==> config.mk <==
export PLATFORM = sky130hd
export DESIGN_NAME = framebuffer_write_arbiter_flat
export DESIGN_NICKNAME = d
export VERILOG_FILES = /design/src/rtl/framebuffer_write_arbiter_if.sv /design/src/rtl/framebuffer_write_arbiter.sv /design/src/flat_wrapper.sv
export SDC_FILE = /design/constraint.sdc
export NUM_CORES = 1
export LEC_CHECK = 0
export CORE_MARGIN = 2
export CORE_UTILIZATION = 39
export CTS_CLUSTER_SIZE = 10
export DETAILED_ROUTE_END_ITERATION = 10
export PLACE_DENSITY = 0.78
export SLEW_MARGIN = 20
export SYNTH_ARGS = -nofsm -noshare
export SYNTH_HDL_FRONTEND = slang
export SYNTH_SLANG_ARGS = --single-unit
==> constraint.sdc <==
create_clock -name fpga_clock -period 2 [get_ports fpga_clock]
set_input_delay 0.4 -clock fpga_clock [delete_from_list [all_inputs] [get_ports fpga_clock]]
set_output_delay 0.4 -clock fpga_clock [all_outputs]
set_load 0.01 [all_outputs]
==> src/rtl/framebuffer_write_arbiter_if.sv <==
// Framebuffer write arbiter bus: two pixel requesters (pix, host) and the framebuffer write port.
// The arbiter connects through the slave modport; the requesters/framebuffer side uses master.
interface framebuffer_write_arbiter_if;
  logic        pix_valid;
  logic        pix_ready;
  logic [18:0] pix_address;
  logic [7:0]  pix_data;
  logic        host_valid;
  logic        host_ready;
  logic [18:0] host_address;
  logic [7:0]  host_data;
  logic        fb_write_signal;
  logic [18:0] fb_write_address;
  logic [7:0]  fb_write_data;

  modport master (
    output pix_valid, pix_address, pix_data,
    output host_valid, host_address, host_data,
    input  pix_ready, host_ready,
    input  fb_write_signal, fb_write_address, fb_write_data
  );

  modport slave (
    input  pix_valid, pix_address, pix_data,
    input  host_valid, host_address, host_data,
    output pix_ready, host_ready,
    output fb_write_signal, fb_write_address, fb_write_data
  );
endinterface

==> src/rtl/framebuffer_write_arbiter.sv <==
// Round-robin arbiter for the framebuffer write port with paced one-cycle write pulses.
// Optional fill engine enabled by defining FB_ARB_FILL_EN.
module framebuffer_write_arbiter #(
  parameter int unsigned FB_WORDS = 307200,
  parameter int unsigned DROP_W   = 8
) (
  input  logic                      fpga_clock,
  input  logic                      iRST_n,
  framebuffer_write_arbiter_if.slave bus,
  input  logic                      fill_start,
  input  logic [7:0]                fill_color,
  output logic                      fill_busy,
  output logic                      fill_done,
  output logic [DROP_W-1:0]         drop_count
);

  typedef enum logic [1:0] {StIdle, StIssue, StFillIssue, StFillGap} state_e;

  state_e            state_q, state_d;
  logic              last_host_q, last_host_d;  // 1: host won the previous grant
  logic [18:0]       addr_q, addr_d;            // also serves as the fill counter
  logic [7:0]        data_q, data_d;
  logic [DROP_W-1:0] drop_q, drop_d;

  logic        fill_go;
  logic        fill_last;
  logic        pix_ready_c, host_ready_c;
  logic        pix_acc, host_acc;
  logic [18:0] sel_addr;
  logic [7:0]  sel_data;

  assign fill_last = (state_q == StFillGap) && (32'(addr_q) == FB_WORDS - 1);

`ifdef FB_ARB_FILL_EN
  assign fill_go   = fill_start;
  assign fill_busy = (state_q == StFillIssue) || (state_q == StFillGap);
  assign fill_done = fill_last;
`else
  logic unused_fill;
  assign fill_go     = 1'b0;
  assign fill_busy   = 1'b0;
  assign fill_done   = 1'b0;
  assign unused_fill = ^{fill_start, fill_last};
`endif

  always_comb begin
    state_d      = state_q;
    last_host_d  = last_host_q;
    addr_d       = addr_q;
    data_d       = data_q;
    drop_d       = drop_q;
    pix_ready_c  = 1'b0;
    host_ready_c = 1'b0;
    pix_acc      = 1'b0;
    host_acc     = 1'b0;
    sel_addr     = bus.pix_address;
    sel_data     = bus.pix_data;

    unique case (state_q)
      StIdle: begin
        if (fill_go) begin
          state_d = StFillIssue;
          addr_d  = '0;
          data_d  = fill_color;
        end else begin
          // A ready never looks at its own valid; ties go to the side not granted last.
          pix_ready_c  = iRST_n && (!bus.host_valid || last_host_q);
          host_ready_c = iRST_n && (!bus.pix_valid || !last_host_q);
          pix_acc      = bus.pix_valid && pix_ready_c;
          host_acc     = bus.host_valid && host_ready_c;
          if (host_acc) begin
            sel_addr = bus.host_address;
            sel_data = bus.host_data;
          end
          if (pix_acc || host_acc) begin
            last_host_d = host_acc;
            if (32'(sel_addr) < FB_WORDS) begin
              state_d = StIssue;
              addr_d  = sel_addr;
              data_d  = sel_data;
            end else if (drop_q != '1) begin
              drop_d = drop_q + 1'b1;
            end
          end
        end
      end
      StIssue:     state_d = StIdle;
      StFillIssue: state_d = StFillGap;
      StFillGap: begin
        if (fill_last) begin
          state_d = StIdle;
        end else begin
          state_d = StFillIssue;
          addr_d  = addr_q + 19'd1;
        end
      end
      default:     state_d = StIdle;
    endcase
  end

  always_ff @(posedge fpga_clock) begin
    if (!iRST_n) begin
      state_q     <= StIdle;
      last_host_q <= 1'b1;
      addr_q      <= '0;
      data_q      <= '0;
      drop_q      <= '0;
    end else begin
      state_q     <= state_d;
      last_host_q <= last_host_d;
      addr_q      <= addr_d;
      data_q      <= data_d;
      drop_q      <= drop_d;
    end
  end

  assign bus.pix_ready        = pix_ready_c;
  assign bus.host_ready       = host_ready_c;
  assign bus.fb_write_signal  = (state_q == StIssue) || (state_q == StFillIssue);
  assign bus.fb_write_address = addr_q;
  assign bus.fb_write_data    = data_q;
  assign drop_count           = drop_q;

endmodule

==> src/flat_wrapper.sv <==
// flat-port wrapper written by rule: the top's interface ports become plain ports
module framebuffer_write_arbiter_flat 
#(
  parameter int unsigned FB_WORDS = 307200,
  parameter int unsigned DROP_W   = 8
)
  (fpga_clock, iRST_n, fill_start, fill_color, fill_busy, fill_done, drop_count, bus_pix_valid, bus_pix_address, bus_pix_data, bus_host_valid, bus_host_address, bus_host_data, bus_pix_ready, bus_host_ready, bus_fb_write_signal, bus_fb_write_address, bus_fb_write_data);
  framebuffer_write_arbiter_if bus_i ();
  input  logic fpga_clock;
  input  logic iRST_n;
  input  logic fill_start;
  input  logic [7:0] fill_color;
  output logic fill_busy;
  output logic fill_done;
  output logic [DROP_W-1:0] drop_count;
  input wire logic [$bits(bus_i.pix_valid)-1:0] bus_pix_valid;
  input wire logic [$bits(bus_i.pix_address)-1:0] bus_pix_address;
  input wire logic [$bits(bus_i.pix_data)-1:0] bus_pix_data;
  input wire logic [$bits(bus_i.host_valid)-1:0] bus_host_valid;
  input wire logic [$bits(bus_i.host_address)-1:0] bus_host_address;
  input wire logic [$bits(bus_i.host_data)-1:0] bus_host_data;
  output wire logic [$bits(bus_i.pix_ready)-1:0] bus_pix_ready;
  output wire logic [$bits(bus_i.host_ready)-1:0] bus_host_ready;
  output wire logic [$bits(bus_i.fb_write_signal)-1:0] bus_fb_write_signal;
  output wire logic [$bits(bus_i.fb_write_address)-1:0] bus_fb_write_address;
  output wire logic [$bits(bus_i.fb_write_data)-1:0] bus_fb_write_data;
  assign bus_i.pix_valid = bus_pix_valid;
  assign bus_i.pix_address = bus_pix_address;
  assign bus_i.pix_data = bus_pix_data;
  assign bus_i.host_valid = bus_host_valid;
  assign bus_i.host_address = bus_host_address;
  assign bus_i.host_data = bus_host_data;
  assign bus_pix_ready = bus_i.pix_ready;
  assign bus_host_ready = bus_i.host_ready;
  assign bus_fb_write_signal = bus_i.fb_write_signal;
  assign bus_fb_write_address = bus_i.fb_write_address;
  assign bus_fb_write_data = bus_i.fb_write_data;
  framebuffer_write_arbiter #(.FB_WORDS(FB_WORDS), .DROP_W(DROP_W)) u_core (.fpga_clock(fpga_clock), .iRST_n(iRST_n), .bus(bus_i), .fill_start(fill_start), .fill_color(fill_color), .fill_busy(fill_busy), .fill_done(fill_done), .drop_count(drop_count));
endmodule
==> results.tsv, run 1 <==
metric	value	unit
status	complete, but fails checks	
failing checks	setup timing	
Max Cap Viol	0	
GRT Residual Overflow	0	
row count	29	
maximum fanout along the worst path	4	
starting density of the core	39.8	%
Post-Route WL	9340	um
CTS Buffer Depth	2	
routed wire length per instance	16.5	um
TritonCTS buffer count	5	
first-pass GRT wire length	14200	um
top sig layer	met4	
diodes inserted	0	
post-synth top area share	30.4	%
Cells after Synth	347	
Slew Limit Headroom	63.5	%
top_reg_cell synth	dfxtp_1	
worst skew pair latency	0.30	ns
Root Buffer	clkbuf_8	
Leakage	0.00166	uW
EDFF count, synth	0	
Area after DPL	3910	um^2
Iter 0 DRT Violations	279	
largest net degree at the start of global routing	30	
worst path cell trace	or4b_4, or3_4, or4_4, nor2_1, o21bai_1, a21oi_1	
Crit path arrival time	2.32	ns
CTS Hold Bufs	0	
Final Instance Area	4310	um^2
Clock Skews	0.0121	ns
Residual DRC	0	
commonest cells after routing, fill and taps aside	clkdlybuf4s50_1 (86), nand2_1 (62), buf_4 (52), dfxtp_1 (34), nor2_1 (31)	
RD Place Congestion	0.973	
kind of critical path	reg2reg	
hold crit path type	reg2reg	
met3 wire len	796	um
Via Count	3315	
TritonCTS Sinks	38	
synth unique cells	50	
H-Tree Level Count	2	
Port-buffer cells	95	
vias in the first global route	3049	
WP data required	2.18	ns
chip width	84.1	um
final worst slack	-0.134	ns
Post-Syn Area	2500	um^2
commonest non-fill, non-tap cell in the layout	clkdlybuf4s50_1	
delay of the slowest critical-path stage	0.53	ns
Slew Limit Fails	0	
CP Capture Type	flop	
Syn Area/Cell	7.20	um^2
share of cells above drive strength 1	23.3	%
top cells by area, synth	dfxtp_1 (30%), nand2_1 (9.8%), a21oi_1 (6.6%)	
hold slack	0.500	ns
# setup viols final	14	
Final Cycle Share	107	%
worst path bufs/invs	0	
All-Layer GR Usage	24.3	%
worst slew pin tran	0.543	ns
I/O pins	107	
Max Freq	0.469	GHz
RSZ-0062 raised after global routing	yes	
synthesized flop and latch total	38	
CTS tree	yes	
Syn. warnings	0	
nets	562	
Total Power	2810	uW
DIE AREA	7070	um^2
dpl cells	554	
pwr dens	650	nW/um^2
chip height	84.1	um
Reg clk slew, reported paths	0.08	ns
CP max-delay cell	or4b_4	
initial antenna violation count	0	
clock period minus worst slack	2.13	ns
DR vias/cell	5.85	
Peak VDD IR	384	uV
Final TNS setup	-0.923	ns
Synth-to-Final Area Change	72.6	%
Worst path top cell family by delay	simple AND/OR/NAND/NOR gates	
asr flop ratio synth	0	%
Post-Layout Cell Count	567	
final hold violations	0	
core area	6280	um^2
post-synthesis sequential area ratio	30.4	%
WL met1	3750	um
met2 wire length	4570	um
Worst setup SP type	flop	
Antenna Nets Post-Route	0	
first-pass detailed-route iteration total	5	
post-synth top area cell	dfxtp_1	
Detailed Place HPWL	6620	um
## metrics by stage
step | setup WS (ns) | util [%]
after floorplan | -0.0685 | -
after global placement | -0.574 | 62.3
after detailed placement | -0.690 | 62.3
after CTS | -0.135 | 66.4
after global routing | -0.222 | 68.7
final | -0.134 | 68.7
## final timing paths
check / cells past startpoint / slack, ns / to / startpoint
setup / recovery: 6 / -0.13 / u_core.bus.fb_write_address[0] / u_core.bus.fb_write_address[16]
hold / removal: 2 / 0.50 / u_core.bus.fb_write_data[2] / u_core.bus.fb_write_data[2]
setup reg to reg: 6 / -0.13 / u_core.bus.fb_write_address[0] / u_core.bus.fb_write_address[16]
hold reg to reg: 2 / 0.50 / u_core.bus.fb_write_data[2] / u_core.bus.fb_write_data[2]
## flip-flops by register name (all words and copies together), names as in the netlist, named ones only
name and cells:
u_core.bus.fb_write_address 19, u_core.bus.fb_write_data 8, u_core.drop_count 8, u_core.last_host_q 1
u_core.state_q 1
## cells in the mapped netlist (2+ instances only)
master,n
nor2_1,31
nand2_1,65
nor3_1,11
a31oi_1,8
nand2_2,2
ha_1,6
a311oi_1,8
o21a_1,3
o21ai_0,14
clkbuf_1,16
inv_1,6
o32ai_1,3
buf_4,2
nor2b_1,2
nand3_1,21
nand4_1,5
mux2i_1,6
or3_1,3
o22a_1,4
dfxtp_1,38
and4_1,3
xnor2_1,6
a211oi_1,6
buf_2,2
and3_1,3
o311ai_0,2
o211ai_1,2
nor4_1,4
a21oi_1,33
o22ai_1,5
o31ai_1,6
nor3b_1,3
## timing repair
| item | CTS | global route |
|---|---|---|
| pin swaps | 11 | 20 |
| gates cloned | 1 | 0 |
| setup endpoints to repair | 40 | 31 |
| resized for setup | 33 | 33 |
| buffers inserted | 4 | 3 |
## worst register-to-register path: stages (launching register included)
cell and delay (ns):
dfxtp_2 0.33, or4b_4 0.53, or3_4 0.37, or4_4 0.48
nor2_1 0.13, o21bai_1 0.11, a21oi_1 0.08
## cells by family (layout without fill, tap and decap cells)
family / Yosys count / in the layout / share of synthesized area (%)
fa+ha+maj: 6 / 6 / 3.00
mux: 7 / 7 / 2.85
xor+xnor: 6 / 6 / 2.10
simple gates: 158 / 159 / 29.3
compound gates: 104 / 104 / 27.7
flops: 38 / 38 / 30.4
buf+inv: 27 / 168 / 4.45
other cells: 1 / 2 / 0.150
## area by class of cell
type,instances,area [um^2]
repair buffers,154,1430
clock inverters,3,68.8
multi-input cells,284,1860
clock buffers,5,68.8
inverters,6,22.5
fillers,514,1960
flip-flops and latches,38,766
well taps,77,96.3
## power by group
group	total [uW]	switching [uW]	internal (uW)	leakage [uW]
Clock	804	304	500	0.0000683
Sequential	910	73.8	837	0.000312
Combinational	1090	510	581	0.00128
## metal layers
| layer | GRT usage, % | up-vias |
|---|---|---|
| met3 | 5.24 | 23 |
| met2 | 42.7 | 177 |
| met5 | 0 | - |
| met1 | 29.1 | 1554 |
| li1 | - | 1561 |
| met4 | 8.06 | 0 |
Power figures use the tool's default switching activity.
==> run 2: changes to the inputs <==
--- a/config.mk
+++ b/config.mk
@@ -9,8 +9,7 @@
 export CORE_UTILIZATION = 39
 export CTS_CLUSTER_SIZE = 10
 export DETAILED_ROUTE_END_ITERATION = 10
-export PLACE_DENSITY = 0.78
-export SLEW_MARGIN = 20
+export PLACE_DENSITY_LB_ADDON = 0.12
 export SYNTH_ARGS = -nofsm -noshare
 export SYNTH_HDL_FRONTEND = slang
 export SYNTH_SLANG_ARGS = --single-unit
==> results.tsv, run 2 (same netlist as run 1, synthesis figures left out) <==
metric	value	unit	change
status	complete, but fails checks		
failing checks	setup timing		
commonest cells after routing, fill and taps aside	clkdlybuf4s50_1 (87), nand2_1 (61), buf_4 (50), dfxtp_1 (36), nor2_1 (30)		
nets	562		unchanged
kind of critical path	reg2reg		
FILL cells	568		+11%
Residual DRC	0		unchanged
row count	29		unchanged
Setup crit start	u_core.bus.fb_write_address[16]		
I/O pins	107		unchanged
DIE AREA	7070	um^2	unchanged
chip width	84.1	um	unchanged
CTS Buffer Depth	2		unchanged
maximum fanout along the worst path	6		+2
Slew Limit Headroom	59.3	%	-4.2 points
largest net degree at the start of global routing	30		unchanged
first-pass GRT wire length	14300	um	+0.63%
Final Cycle Share	108	%	+1.7 points
worst slew pin tran	0.606	ns	+0.0626 ns
CTS tree	yes		
pwr dens	626	nW/um^2	-3.8%
CP Capture Type	flop		
Port-buffer cells	95		unchanged
chip height	84.1	um	unchanged
DR vias/cell	5.59		-4.4%
clock period minus worst slack	2.17	ns	+0.0336 ns
diodes inserted	0		unchanged
final core utilization	67.3	%	-1.5 points
Antenna Nets Post-Route	0		unchanged
Root Buffer	clkbuf_8		
final worst slack	-0.167	ns	-0.0336 ns
RD Place Congestion	0.980		+0.64%
TritonCTS Sinks	38		unchanged
# setup viols final	19		+5
All-Layer GR Usage	24.8	%	+0.49 points
reg-to-reg critical path startpoint	u_core.bus.fb_write_address[16]		
Reg clk slew, reported paths	0.09	ns	about the same
RSZ-0062 raised after global routing	yes		
core area	6280	um^2	unchanged
Peak VDD IR	430	uV	+12%
Max Cap Viol	0		unchanged
Crit path arrival time	2.35	ns	+0.03 ns
hold crit path type	reg2reg		
Clock Skews	0.00912	ns	-0.00296 ns
vias in the first global route	2928		-4.0%
Slew Limit Fails	0		unchanged
H-Tree Level Count	2		unchanged
Largest register FFs	19		unchanged
hold path startpoint	u_core.bus.fb_write_data[7]		
Post-Route WL	8920	um	-4.4%
Detailed Place HPWL	6350	um	-4.1%
Max Freq	0.461	GHz	-1.6%
Synth-to-Final Area Change	68.9	%	
Via Count	3170		-4.4%
Worst setup SP type	flop		
hold slack	0.489	ns	-0.0103 ns
Leakage	0.00161	uW	-3.2%
first-pass detailed-route iteration total	5		unchanged
commonest non-fill, non-tap cell in the layout	clkdlybuf4s50_1		
TritonCTS buffer count	5		unchanged
WP data required	2.18	ns	about the same
initial antenna violation count	0		unchanged
final hold violations	0		unchanged
routed wire length per instance	15.7	um	-4.4%
share of cells above drive strength 1	21.0	%	-2.2 points
Iter 0 DRT Violations	287		+2.9%
GRT Residual Overflow	0		unchanged
worst skew pair latency	0.31	ns	about the same
starting density of the core	39.8	%	unchanged
==> run 2: path summary, 6_finish.rpt <==
kind,end,slack [ns],cells after the start
min,u_core.bus.fb_write_data[7],0.49,2
max reg2reg,u_core.bus.fb_write_address[11],-0.17,9
max,u_core.bus.fb_write_address[11],-0.17,9
min reg2reg,u_core.bus.fb_write_data[7],0.49,2
==> run 2: repair_timing <==
item / CTS / global route
gates cloned: 1 / 0
gates resized for setup: 33 / 19
buffers inserted: 5 / 1
pin swaps: 14 / 16
hold buffers: 0 / 0
setup endpoints to repair: 35 / 30
==> run 2: critical path, stage by stage (launching register included) <==
cell,delay (ns)
dfxtp_2,0.34
or4b_4,0.54
or3_4,0.35
buf_4,0.15
nor3_4,0.20
a211oi_4,0.08
buf_6,0.16
buf_6,0.12
o21ai_2,0.04
a21oi_1,0.07
==> run 2: routing by layer <==
metal	vias to the layer above	global-route usage, %	routed length (um)
met5	-	0	0
met4	0	6.01	138
met3	17	6.33	884
met2	157	40.9	4060
met1	1432	32.3	3840
li1	1564	-	-
==> run 2: stage by stage <==
stage / worst slack (ns) / TNS (ns) / total power, uW / instance area [um^2] / instances
2_1_floorplan: -0.0685 / -0.383 / 1320 / 2530 / 348
3_3_place_gp: -0.564 / -16.28 / 1850 / 3920 / 553
3_5_place_dp: -0.608 / -17.60 / 1860 / 3920 / 553
4_1_cts: -0.141 / -0.639 / 2600 / 4160 / 566
5_1_grt: -0.206 / -2.93 / 2770 / 4220 / 567
6_report: -0.167 / -2.08 / 2640 / 4220 / 567
==> run 2: final cells by class <==
type                            count  area, um^2  share of cell area (%)
Multi-Input combinational cell    284        1790                    42.3
Clock buffer                        5        68.8                    1.63
Inverter                            6        22.5                   0.533
Clock inverter                      3        45.0                    1.07
Tap cell                           77        96.3                    2.28
Timing Repair Buffer              154        1440                    34.1
Sequential cell                    38         763                    18.1
==> run 2: report_power, final <==
group | switching [uW] | internal (uW) | total [uW] | leakage (uW)
logic | 481 | 568 | 1050 | 0.00125
clock network | 314 | 371 | 686 | 0.0000504
registers | 71.6 | 836 | 908 | 0.000312
